<file path="src/rtl/fifo_pkg.sv">
// Shared constants for the distributed-RAM FWFT FIFO family.
// Holds the default geometry, the read-latency default and the width of the
// optional statistics counters enabled by DISTRAM_FIFO_STATS_EN.
package fifo_pkg;

    localparam int FIFO_DEFAULT_WIDTH      = 64;
    localparam int FIFO_DEFAULT_DEPTH_BITS = 5;
    localparam int FIFO_DEFAULT_RD_LATENCY = 1;
    localparam int FIFO_STATS_CNT_WIDTH    = 32;

    // The prefetch buffer must absorb every read that can be in flight
    // plus the word currently presented at the head.
    function automatic int prefetch_depth(input int rd_latency);
        return rd_latency + 1;
    endfunction

endpackage

</file>
<file path="src/rtl/distram_2port.sv">
// Simple dual-port distributed RAM: synchronous write, asynchronous read
// followed by RD_LATENCY output registers. The pipeline registers carry no
// reset; validity of the words moving through them is tracked by the user.
module distram_2port #(
    parameter int WIDTH      = 64,
    parameter int ADDR_BITS  = 5,
    parameter int RD_LATENCY = 1
) (
    input  logic                 clk,
    input  logic                 wr_en,
    input  logic [ADDR_BITS-1:0] wr_addr,
    input  logic [WIDTH-1:0]     wr_data,
    input  logic [ADDR_BITS-1:0] rd_addr,
    output logic [WIDTH-1:0]     rd_data
);

    logic [WIDTH-1:0] mem     [2**ADDR_BITS];
    logic [WIDTH-1:0] rd_pipe [RD_LATENCY];

    // Write port: store the word at the write address when enabled.
    always_ff @(posedge clk) begin
        if (wr_en) begin
            mem[wr_addr] <= wr_data;
        end
    end

    // Read port: capture the addressed word and push it down the pipeline.
    always_ff @(posedge clk) begin
        rd_pipe[0] <= mem[rd_addr];
        for (int i = 1; i < RD_LATENCY; i++) begin
            rd_pipe[i] <= rd_pipe[i-1];
        end
    end

    assign rd_data = rd_pipe[RD_LATENCY-1];

endmodule

</file>
<file path="src/rtl/distram_fwft_fifo.sv">
// First-word-fall-through FIFO built on a pipelined distributed RAM.
// A small prefetch buffer hides the RAM read latency so the head word is
// always presented combinationally with rd_valid.
// Optional feature: define DISTRAM_FIFO_STATS_EN to add drop_cnt and
// peak_count statistics outputs.
module distram_fwft_fifo
    import fifo_pkg::*;
#(
    parameter int FIFO_WIDTH                = FIFO_DEFAULT_WIDTH,
    parameter int FIFO_DEPTH_BITS           = FIFO_DEFAULT_DEPTH_BITS,
    parameter int FIFO_ALMOSTFULL_THRESHOLD = 2**FIFO_DEPTH_BITS - 8,
    parameter int RD_LATENCY                = FIFO_DEFAULT_RD_LATENCY
) (
    input  logic                       clk,
    input  logic                       reset,
    input  logic                       wr_en,
    input  logic [FIFO_WIDTH-1:0]      wr_data,
    output logic                       full,
    output logic                       almostfull,
    output logic [FIFO_WIDTH-1:0]      rd_data,
    output logic                       rd_valid,
    input  logic                       rd_ready,
    output logic [FIFO_DEPTH_BITS+1:0] count,
    output logic                       overflow
`ifdef DISTRAM_FIFO_STATS_EN
    ,
    output logic [FIFO_STATS_CNT_WIDTH-1:0] drop_cnt,
    output logic [FIFO_DEPTH_BITS+1:0]      peak_count
`endif
);

    localparam int PW        = FIFO_DEPTH_BITS + 1;
    localparam int CW        = FIFO_DEPTH_BITS + 2;
    localparam int BUF_DEPTH = prefetch_depth(RD_LATENCY);
    localparam logic [CW-1:0] AF_THRESHOLD = CW'(FIFO_ALMOSTFULL_THRESHOLD);

    logic [PW-1:0]         wr_ptr;
    logic [PW-1:0]         rd_ptr;
    logic                  ram_empty;
    logic                  wr_accept;
    logic                  rd_issue;
    logic                  pop;
    logic                  arrive;
    logic [RD_LATENCY-1:0] in_flight;
    logic [1:0]            in_flight_cnt;
    logic [1:0]            buf_cnt;
    logic [1:0]            buf_head;
    logic [1:0]            buf_tail;
    logic [FIFO_WIDTH-1:0] buf_mem [4];
    logic [FIFO_WIDTH-1:0] ram_rd_data;
    logic [CW-1:0]         count_next;

    // Circular index advance within the prefetch buffer.
    function automatic logic [1:0] buf_next(input logic [1:0] idx);
        return (idx == 2'(BUF_DEPTH - 1)) ? 2'd0 : idx + 2'd1;
    endfunction

    assign ram_empty = (wr_ptr == rd_ptr);
    assign full      = (wr_ptr[PW-1] != rd_ptr[PW-1]) &&
                       (wr_ptr[PW-2:0] == rd_ptr[PW-2:0]);
    assign wr_accept = wr_en && !full;
    assign rd_valid  = (buf_cnt != 2'd0);
    assign rd_data   = buf_mem[buf_head];
    assign pop       = rd_valid && rd_ready;
    assign arrive    = in_flight[RD_LATENCY-1];

    // Number of RAM reads currently travelling through the output pipeline.
    always_comb begin
        in_flight_cnt = '0;
        for (int i = 0; i < RD_LATENCY; i++) begin
            in_flight_cnt = in_flight_cnt + 2'(in_flight[i]);
        end
    end

    // Issue a read when the buffer can hold it alongside every read already
    // in flight; a same-cycle pop frees a slot, which keeps streaming at one
    // word per cycle.
    always_comb begin
        rd_issue = !ram_empty &&
                   (({1'b0, buf_cnt} + {1'b0, in_flight_cnt}) <
                    (3'(BUF_DEPTH) + {2'b0, pop}));
    end

    distram_2port #(
        .WIDTH      (FIFO_WIDTH),
        .ADDR_BITS  (FIFO_DEPTH_BITS),
        .RD_LATENCY (RD_LATENCY)
    ) u_ram (
        .clk     (clk),
        .wr_en   (wr_accept),
        .wr_addr (wr_ptr[PW-2:0]),
        .wr_data (wr_data),
        .rd_addr (rd_ptr[PW-2:0]),
        .rd_data (ram_rd_data)
    );

    // RAM pointers wrap naturally over PW bits; the extra MSB separates full from empty.
    always_ff @(posedge clk) begin
        if (reset) begin
            wr_ptr <= '0;
            rd_ptr <= '0;
        end else begin
            if (wr_accept) wr_ptr <= wr_ptr + PW'(1);
            if (rd_issue)  rd_ptr <= rd_ptr + PW'(1);
        end
    end

    // Valid marker shifting alongside each word in the RAM output pipeline.
    always_ff @(posedge clk) begin
        if (reset) begin
            in_flight <= '0;
        end else begin
            in_flight[0] <= rd_issue;
            for (int i = 1; i < RD_LATENCY; i++) begin
                in_flight[i] <= in_flight[i-1];
            end
        end
    end

    // Prefetch buffer storage: capture each word as it leaves the RAM pipeline.
    always_ff @(posedge clk) begin
        if (arrive) begin
            buf_mem[buf_tail] <= ram_rd_data;
        end
    end

    // Prefetch buffer bookkeeping: head/tail indices and occupancy.
    always_ff @(posedge clk) begin
        if (reset) begin
            buf_head <= '0;
            buf_tail <= '0;
            buf_cnt  <= '0;
        end else begin
            if (arrive) buf_tail <= buf_next(buf_tail);
            if (pop)    buf_head <= buf_next(buf_head);
            if (arrive && !pop)      buf_cnt <= buf_cnt + 2'd1;
            else if (!arrive && pop) buf_cnt <= buf_cnt - 2'd1;
        end
    end

    // Total occupancy moves only on accepted writes and pops; internal moves
    // from RAM to the buffer leave it unchanged.
    always_comb begin
        count_next = count;
        if (wr_accept && !pop)      count_next = count + CW'(1);
        else if (!wr_accept && pop) count_next = count - CW'(1);
    end

    // Occupancy, registered threshold flag and sticky overflow.
    always_ff @(posedge clk) begin
        if (reset) begin
            count      <= '0;
            almostfull <= 1'b0;
            overflow   <= 1'b0;
        end else begin
            count      <= count_next;
            almostfull <= (count > AF_THRESHOLD);
            if (wr_en && full) overflow <= 1'b1;
        end
    end

`ifdef DISTRAM_FIFO_STATS_EN
    // Saturating dropped-write counter and occupancy high-water mark.
    always_ff @(posedge clk) begin
        if (reset) begin
            drop_cnt   <= '0;
            peak_count <= '0;
        end else begin
            if (wr_en && full && (drop_cnt != '1)) begin
                drop_cnt <= drop_cnt + FIFO_STATS_CNT_WIDTH'(1);
            end
            if (count_next > peak_count) peak_count <= count_next;
        end
    end
`endif

endmodule

</file>
<file path="config.mk">
export PLATFORM = sky130hd
export DESIGN_NAME = distram_fwft_fifo
export DESIGN_NICKNAME = d
export VERILOG_FILES = /design/src/rtl/fifo_pkg.sv /design/src/rtl/distram_2port.sv /design/src/rtl/distram_fwft_fifo.sv
export SDC_FILE = /design/constraint.sdc
export NUM_CORES = 2
export LEC_CHECK = 0
export CORE_MARGIN = 4
export CORE_UTILIZATION = 59
export DETAILED_ROUTE_END_ITERATION = 12
export PLACE_DENSITY = 0.82
export SYNTH_ARGS = -nofsm -noshare
export SYNTH_HDL_FRONTEND = slang
export SYNTH_HIERARCHICAL = 1
export SYNTH_SLANG_ARGS = --single-unit
</file>
<file path="constraint.sdc">
create_clock -name clk -period 6.99 [get_ports clk]
set_clock_uncertainty 0.1 [all_clocks]
set_input_delay 1.398 -clock clk [delete_from_list [all_inputs] [get_ports clk]]
set_output_delay 1.398 -clock clk [all_outputs]
set_load 0.02 [all_outputs]
</file>
=== Yosys cells after proc, flatten, opt, wreduce, memory -nomap -nowiden ===
Memory sizes are Yosys's and may differ from the RTL's. A register that Yosys moved wholly into a read port is not among the register bits.
Index checks and enable logic that the tools add are counted.

* Add/subtract/negate cells: 10
* Order comparisons: 2
* Equal/unequal tests: 5
* Mux-type cells: 14
* Reductions and logical operators: 17

{| class="wikitable"
|+ Operator list
! operator !! number
|-
| 7-bit two-way mux || 2
|-
| 6-bit by 1-bit adder with 6-bit output, second input constant || 2
|-
| 2-bit two-way mux || 6
|-
| 5-bit two-way mux || 2
|-
| 1-bit logical AND || 9
|-
| 7-bit by 1-bit adder with 7-bit output, second input constant || 1
|-
| 7-bit by 5-bit > comparator with 1-bit output, second input constant || 1
|-
| 7-bit by 1-bit subtractor with 7-bit output, second input constant || 1
|-
| 2-bit by 1-bit adder with 2-bit output, second input constant || 3
|-
| 6-bit equality test || 1
|-
| 2-bit nonzero test || 3
|-
| 5-bit equality test || 1
|-
| 1-bit zero test || 5
|-
| 2-bit by 1-bit equality test with 1-bit output, second input constant || 2
|-
| 1-bit two-way mux || 4
|-
| 2-bit by 1-bit adder with 3-bit output || 1
|-
| 2-bit by 1-bit adder with 3-bit output, first input constant || 1
|-
| 3-bit < comparator || 1
|-
| 2-bit by 1-bit subtractor with 2-bit output, second input constant || 1
|-
| 1-bit != test || 1
|}

* Bits in registers: 28
* Bits in writable memories: 2368
* Input port bits: 68
* Output and inout bits: 75
* Word-level logic and storage cells: 60
* Memories kept: 3

{| class="wikitable"
|+ Memories
! name !! words !! width !! rd ports !! clocked after Yosys merged registers in !! wr ports !! line !! text
|-
| u_ram.mem || 32 || 64 || 1 || 1 || 1 || distram_2port.sv:17 || <nowiki>logic [WIDTH-1:0] mem [2**ADDR_BITS];</nowiki>
|-
| buf_mem || 4 || 64 || 1 || 1 || 1 || distram_fwft_fifo.sv:49 || <nowiki>logic [FIFO_WIDTH-1:0] buf_mem [4];</nowiki>
|-
| u_ram.rd_pipe || 1 || 64 || 1 || 0 || 1 || distram_2port.sv:18 || <nowiki>logic [WIDTH-1:0] rd_pipe [RD_LATENCY];</nowiki>
|}

=== Depth between registers and ports, before layout ===
* Depth after elaboration: 8
* Mapped depth: 13
* Gate-level depth less buffers: 13

=== Hierarchy ===
Netlist, hierarchy kept.

{| class="wikitable"
|+ By module, submodules not included
! module !! instances !! cells an instance !! area an instance (um^2) !! seq. area each (um^2)
|-
| distram_2port || 1 || 3097 || 78963.2 || 62780.2
|-
| distram_fwft_fifo || 1 || 508 || 10776.6 || 8287.9
|}

=== Worst setup path before layout ===
Ideal clock, no wire load.

* Kind: register to register
* From: register in_flight, in the netlist arrive
* To: memory buf_mem[0][0] (netlist name), enable pin
* Library setup time: 0.578 ns
* Arrival: 5.122 ns
* Required time: 6.312 ns
* Setup slack: 1.190 ns
* Stages on the path, launching flop included: 2
* Buffers on the path: 0
* Period minus slack after synthesis: 5.800 ns
* Cell sequence: dfxtp_1 -> nor3b_1

* Word-level cells in the longest chain between the ends: 2

{| class="wikitable"
|+ RTL lines
! item !! line !! text
|-
| start: declaration || distram_fwft_fifo.sv:44 || <nowiki>logic [RD_LATENCY-1:0] in_flight;</nowiki>
|-
| start signal: indexed assignment || distram_fwft_fifo.sv:115 || <nowiki>in_flight[i] <= in_flight[i-1];</nowiki>
|-
| 1-bit two-way mux || distram_fwft_fifo.sv:122 || <nowiki>if (arrive) begin</nowiki>
|-
| 1-bit two-way mux (not written as such) || distram_fwft_fifo.sv:123 || <nowiki>buf_mem[buf_tail] <= ram_rd_data;</nowiki>
|-
| end: declaration || distram_fwft_fifo.sv:49 ||
|}

No other way between the ends.

=== Worst setup path in the final report ===
* From: register rd_ptr[0]
* To: output port full

* Word-level cells in the longest chain between the ends: 2

{| class="wikitable"
|+ RTL lines
! item !! line !! text
|-
| start: declaration || distram_fwft_fifo.sv:38 || <nowiki>logic [PW-1:0] rd_ptr;</nowiki>
|-
| start signal: assignment || distram_fwft_fifo.sv:104 || <nowiki>if (rd_issue) rd_ptr <= rd_ptr + PW'(1);</nowiki>
|-
| 5-bit equality test || distram_fwft_fifo.sv:60 || <nowiki>(wr_ptr[PW-2:0] == rd_ptr[PW-2:0]);</nowiki>
|-
| 1-bit logical AND || distram_fwft_fifo.sv:59 || <nowiki>assign full = (wr_ptr[PW-1] != rd_ptr[PW-1]) &&</nowiki>
|-
| end: declaration || distram_fwft_fifo.sv:18 || <nowiki>output logic full,</nowiki>
|}

No other way between the ends.

==> metrics.md <==
| Metric | Value |
|---|---|
| Outcome | `finished, final reports clean` |
| Share of cells above drive strength 1 | `29.5%` |
| Yosys warning count | `6` |
| DR pass1 iterations | `5` |
| Clk buf depth | `3` |
| Dominant synthesized flop cell | `edfxtp_1` |
| Reg power frac | `49.1%` |
| CTS tree | `done` |
| Int Pwr | `25.8 mW` |
| Hpwl dp | `114 mm` |
| Multi-input logic area | `0.0181 mm2` |
| Drc violations | `0` |
| Routed vias | `43700` |
| RSZ-0062 raised after global routing | `no` |
| Commonest cells after routing, fill and taps aside | `edfxtp_1 (2304), mux4_2 (666), clkbuf_16 (221), clkdlybuf4s50_1 (142), dfxtp_1 (87)` |
| Number of port buffers | `142` |
| Die height | `398 um` |
| Synth area leaders | `edfxtp_1 (77%), mux4_2 (17%), dfxtp_1 (2.1%), mux2_2 (0.95%), mux2i_1 (0.45%)` |
| # resized after CTS | `0` |
| Reg clk slew, reported paths | `0.07 ns` |
| Final ANT Viol Nets | `0` |
| Post-synth ARST share | `0%` |
| GP Congestion | `0.797` |
| Met3 usage | `6.91%` |
| Commonest non-fill, non-tap cell in the layout | `edfxtp_1` |
| Final nets | `3955` |
| CP endpoint kind | `output pin` |
| Initial Util | `59.6%` |
| Seq cells post-synth | `2398` |
| Least-Margin Pin Slew | `1.42 ns` |
| WL per Instance | `39.3 um` |
| Critical path peak fanout | `30` |
| FF+latch area | `0.0711 mm2` |
| P_sw | `8.73 mW` |
| Initial antenna violation count | `22` |
| Die area | `0.158 mm2` |
| Max-slew headroom | `5.19%` |
| Met1 GRT Util | `41.6%` |
| CTS HTree Levels | `4` |
| Critical path launch point type | `flip-flop` |
| Final WL | `239 mm` |
| Pwr dens | `341 mW/mm2` |
| Distinct cells, synth | `58` |
| Largest net degree at the start of global routing | `114` |
| Max-slew violations | `0` |
| # rows | `142` |
| Clk network pwr share | `34.6%` |
| Synth Net Count | `3685` |
| Die W | `398 um` |
| Final-report setup violation count | `0` |
| Worst path arrival time | `3.58 ns` |
| Flop2flop setup slack | `2.13 ns` |
| # fillers | `8349` |
| Vias in the first global route | `44600` |
| Fmax | `197 MHz` |
| Number of flops mapped to enable cells by yosys | `2304` |
| Synth Instances | `3605` |
| Clock latency on the worst-skew pair | `0.87 ns` |
| Peak VDD IR | `0.316 mV` |
| Min-delay worst type | `reg -> reg` |
| Sw Ratio | `25.3%` |
| Num CTS Buffers | `215` |
| P&R area growth vs syn | `12.7%` |
| Initial DRC count | `7046` |
| Combinational Power Share | `16.3%` |
| Tcrit/Tclk final | `72.7%` |
| Synth Area per Inst | `24.9 um2` |
| Num ports | `143` |
| CTS root buf | `clkbuf_16` |
| Largest area contributor in the netlist | `edfxtp_1` |
| Minimum clock period after layout | `5.08 ns` |
| Hold_buf cts | `0` |
| Via-to-Cell Ratio | `7.17` |
| Tot GR Track Use | `30.9%` |
| Final Hold Viols | `0` |
| GRT busiest layer | `met2` |
| P_leak | `30.6 nW` |
| Sequential area share after synthesis | `79.2%` |
| Top-area cell type share of the netlist area | `77.1%` |
| Gr ovfl total | `0` |
| Global-route wire length before repair | `341 mm` |
| Max cap viols | `0` |
| Core Footprint | `0.150 mm2` |
| Setup repair bufs after CTS | `0` |
| Clk sinks | `2398` |
| Cell Area, Synth | `0.0897 mm2` |
| Critical Path RT | `5.49 ns` |
| Total power draw | `34.5 mW` |
| Setup TNS | `0 ns` |
| Met2 Use GR | `49.4%` |
| Kind of critical path | `reg -> out` |
-- worst max-delay path, stage by stage (launching register included) --
cell and delay (ns):
dfxtp_4 0.79, xor2_1 0.19, nor3_1 0.67, nand2_1 0.28, inv_1 0.17, clkdlybuf4s50_1 0.62
-- sequential cells by signal, indices dropped and copies added, names as in the netlist, 6 cells and up, named ones only --
name	cells
u_ram/rd_pipe	64
rd_ptr	6
count	7
u_ram/mem	2048
buf_mem	256
wr_ptr	6
-- cell families after synthesis --
| logic type | share of synthesized area (%) |
|---|---|
| buffers and inverters | 0.956 |
| adders and majority gates | 0.176 |
| DFF | 79.2 |
| AOI/OAI and AO/OA | 0.664 |
| and+or+nand+nor | 0.686 |
| xor gates and xnor gates | 0.185 |
| muxes | 18.1 |
-- power groups by stage --
stage	logic [mW]	registers (mW)	clock network [mW]
2_1_floorplan	3.84	17.0	0
3_3_place_gp	5.34	17.2	0
3_5_place_dp	5.45	17.3	0
4_1_cts	5.64	17.0	12.0
5_1_grt	5.89	17.0	12.7
6_report	5.62	17.0	11.9
-- through the flow --
step / instances / hold slack, ns / setup WS (ns) / util (%) / area (um2)
2_1_floorplan: 3605 / 0.302 / 1.19 / - / 89700
3_3_place_gp: 5674 / 0.300 / 1.98 / 62.5 / 94100
3_5_place_dp: 5674 / 0.313 / 1.83 / 62.5 / 94100
4_1_cts: 6079 / 0.323 / 1.71 / 67.2 / 101000
5_1_grt: 6085 / 0.349 / 1.66 / 67.2 / 101000
6_report: 6093 / 0.323 / 1.91 / 67.2 / 101000
-- Yosys cell counts, types with 2 or more instances --
| cell type | n |
|---|---|
| mux2i_1 | 40 |
| xnor2_1 | 9 |
| mux4_2 | 666 |
| ha_1 | 11 |
| a311oi_1 | 2 |
| o21ai_0 | 12 |
| inv_1 | 7 |
| nand2b_1 | 2 |
| a21o_1 | 2 |
| nor2b_1 | 8 |
| o311ai_0 | 2 |
| a22oi_1 | 3 |
| nand3b_1 | 5 |
| o31a_1 | 3 |
| nor3_1 | 3 |
| buf_2 | 72 |
| nor2_1 | 62 |
| a211oi_1 | 5 |
| or3b_2 | 3 |
| dfxtp_1 | 94 |
| nor4_1 | 2 |
| edfxtp_1 | 2304 |
| o211ai_1 | 3 |
| or3_1 | 3 |
| clkbuf_1 | 67 |
| xor2_1 | 10 |
| a221oi_1 | 12 |
| nand3_1 | 3 |
| nor3b_1 | 2 |
| and2_1 | 4 |
| and3_1 | 3 |
| nand4_1 | 4 |
| a31o_2 | 3 |
| mux2_2 | 76 |
| o22ai_1 | 10 |
| a21oi_1 | 14 |
| buf_4 | 14 |
| mux2_1 | 2 |
| buf_1 | 17 |
| nand2_1 | 17 |
| o2bb2ai_1 | 3 |
| o221ai_1 | 3 |
| buf_6 | 3 |
-- layout make-up --
class	count	area share, %
Antenna cell	14	0.0346
Clock buffer	285	5.84
Clock inverter	120	1.14
Inverter	8	0.0297
Multi-Input combinational cell	1025	17.9
Sequential cell	2398	70.3
Tap cell	2016	2.49
Timing Repair Buffer	227	2.32
-- final timing paths --
check	cells past startpoint	from	endpoint
setup / recovery	5	rd_ptr[0]$_SDFFE_PP0P_	full
hold / removal	2	buf_head[1]$_SDFFE_PP0P_	flip-flop
setup reg to reg	8	rd_ptr[0]$_SDFFE_PP0P_	u_ram/mem[3][52]$_DFFE_PP_
hold reg to reg	2	buf_head[1]$_SDFFE_PP0P_	flip-flop
-- layer usage --
layer | routed length [um] | vias to the layer above
met5 | 99 | -
met4 | 12500 | 16
met3 | 29800 | 744
met2 | 118000 | 3978
met1 | 79200 | 22800
li1 | - | 16100
(Power assumes the default switching activity.)
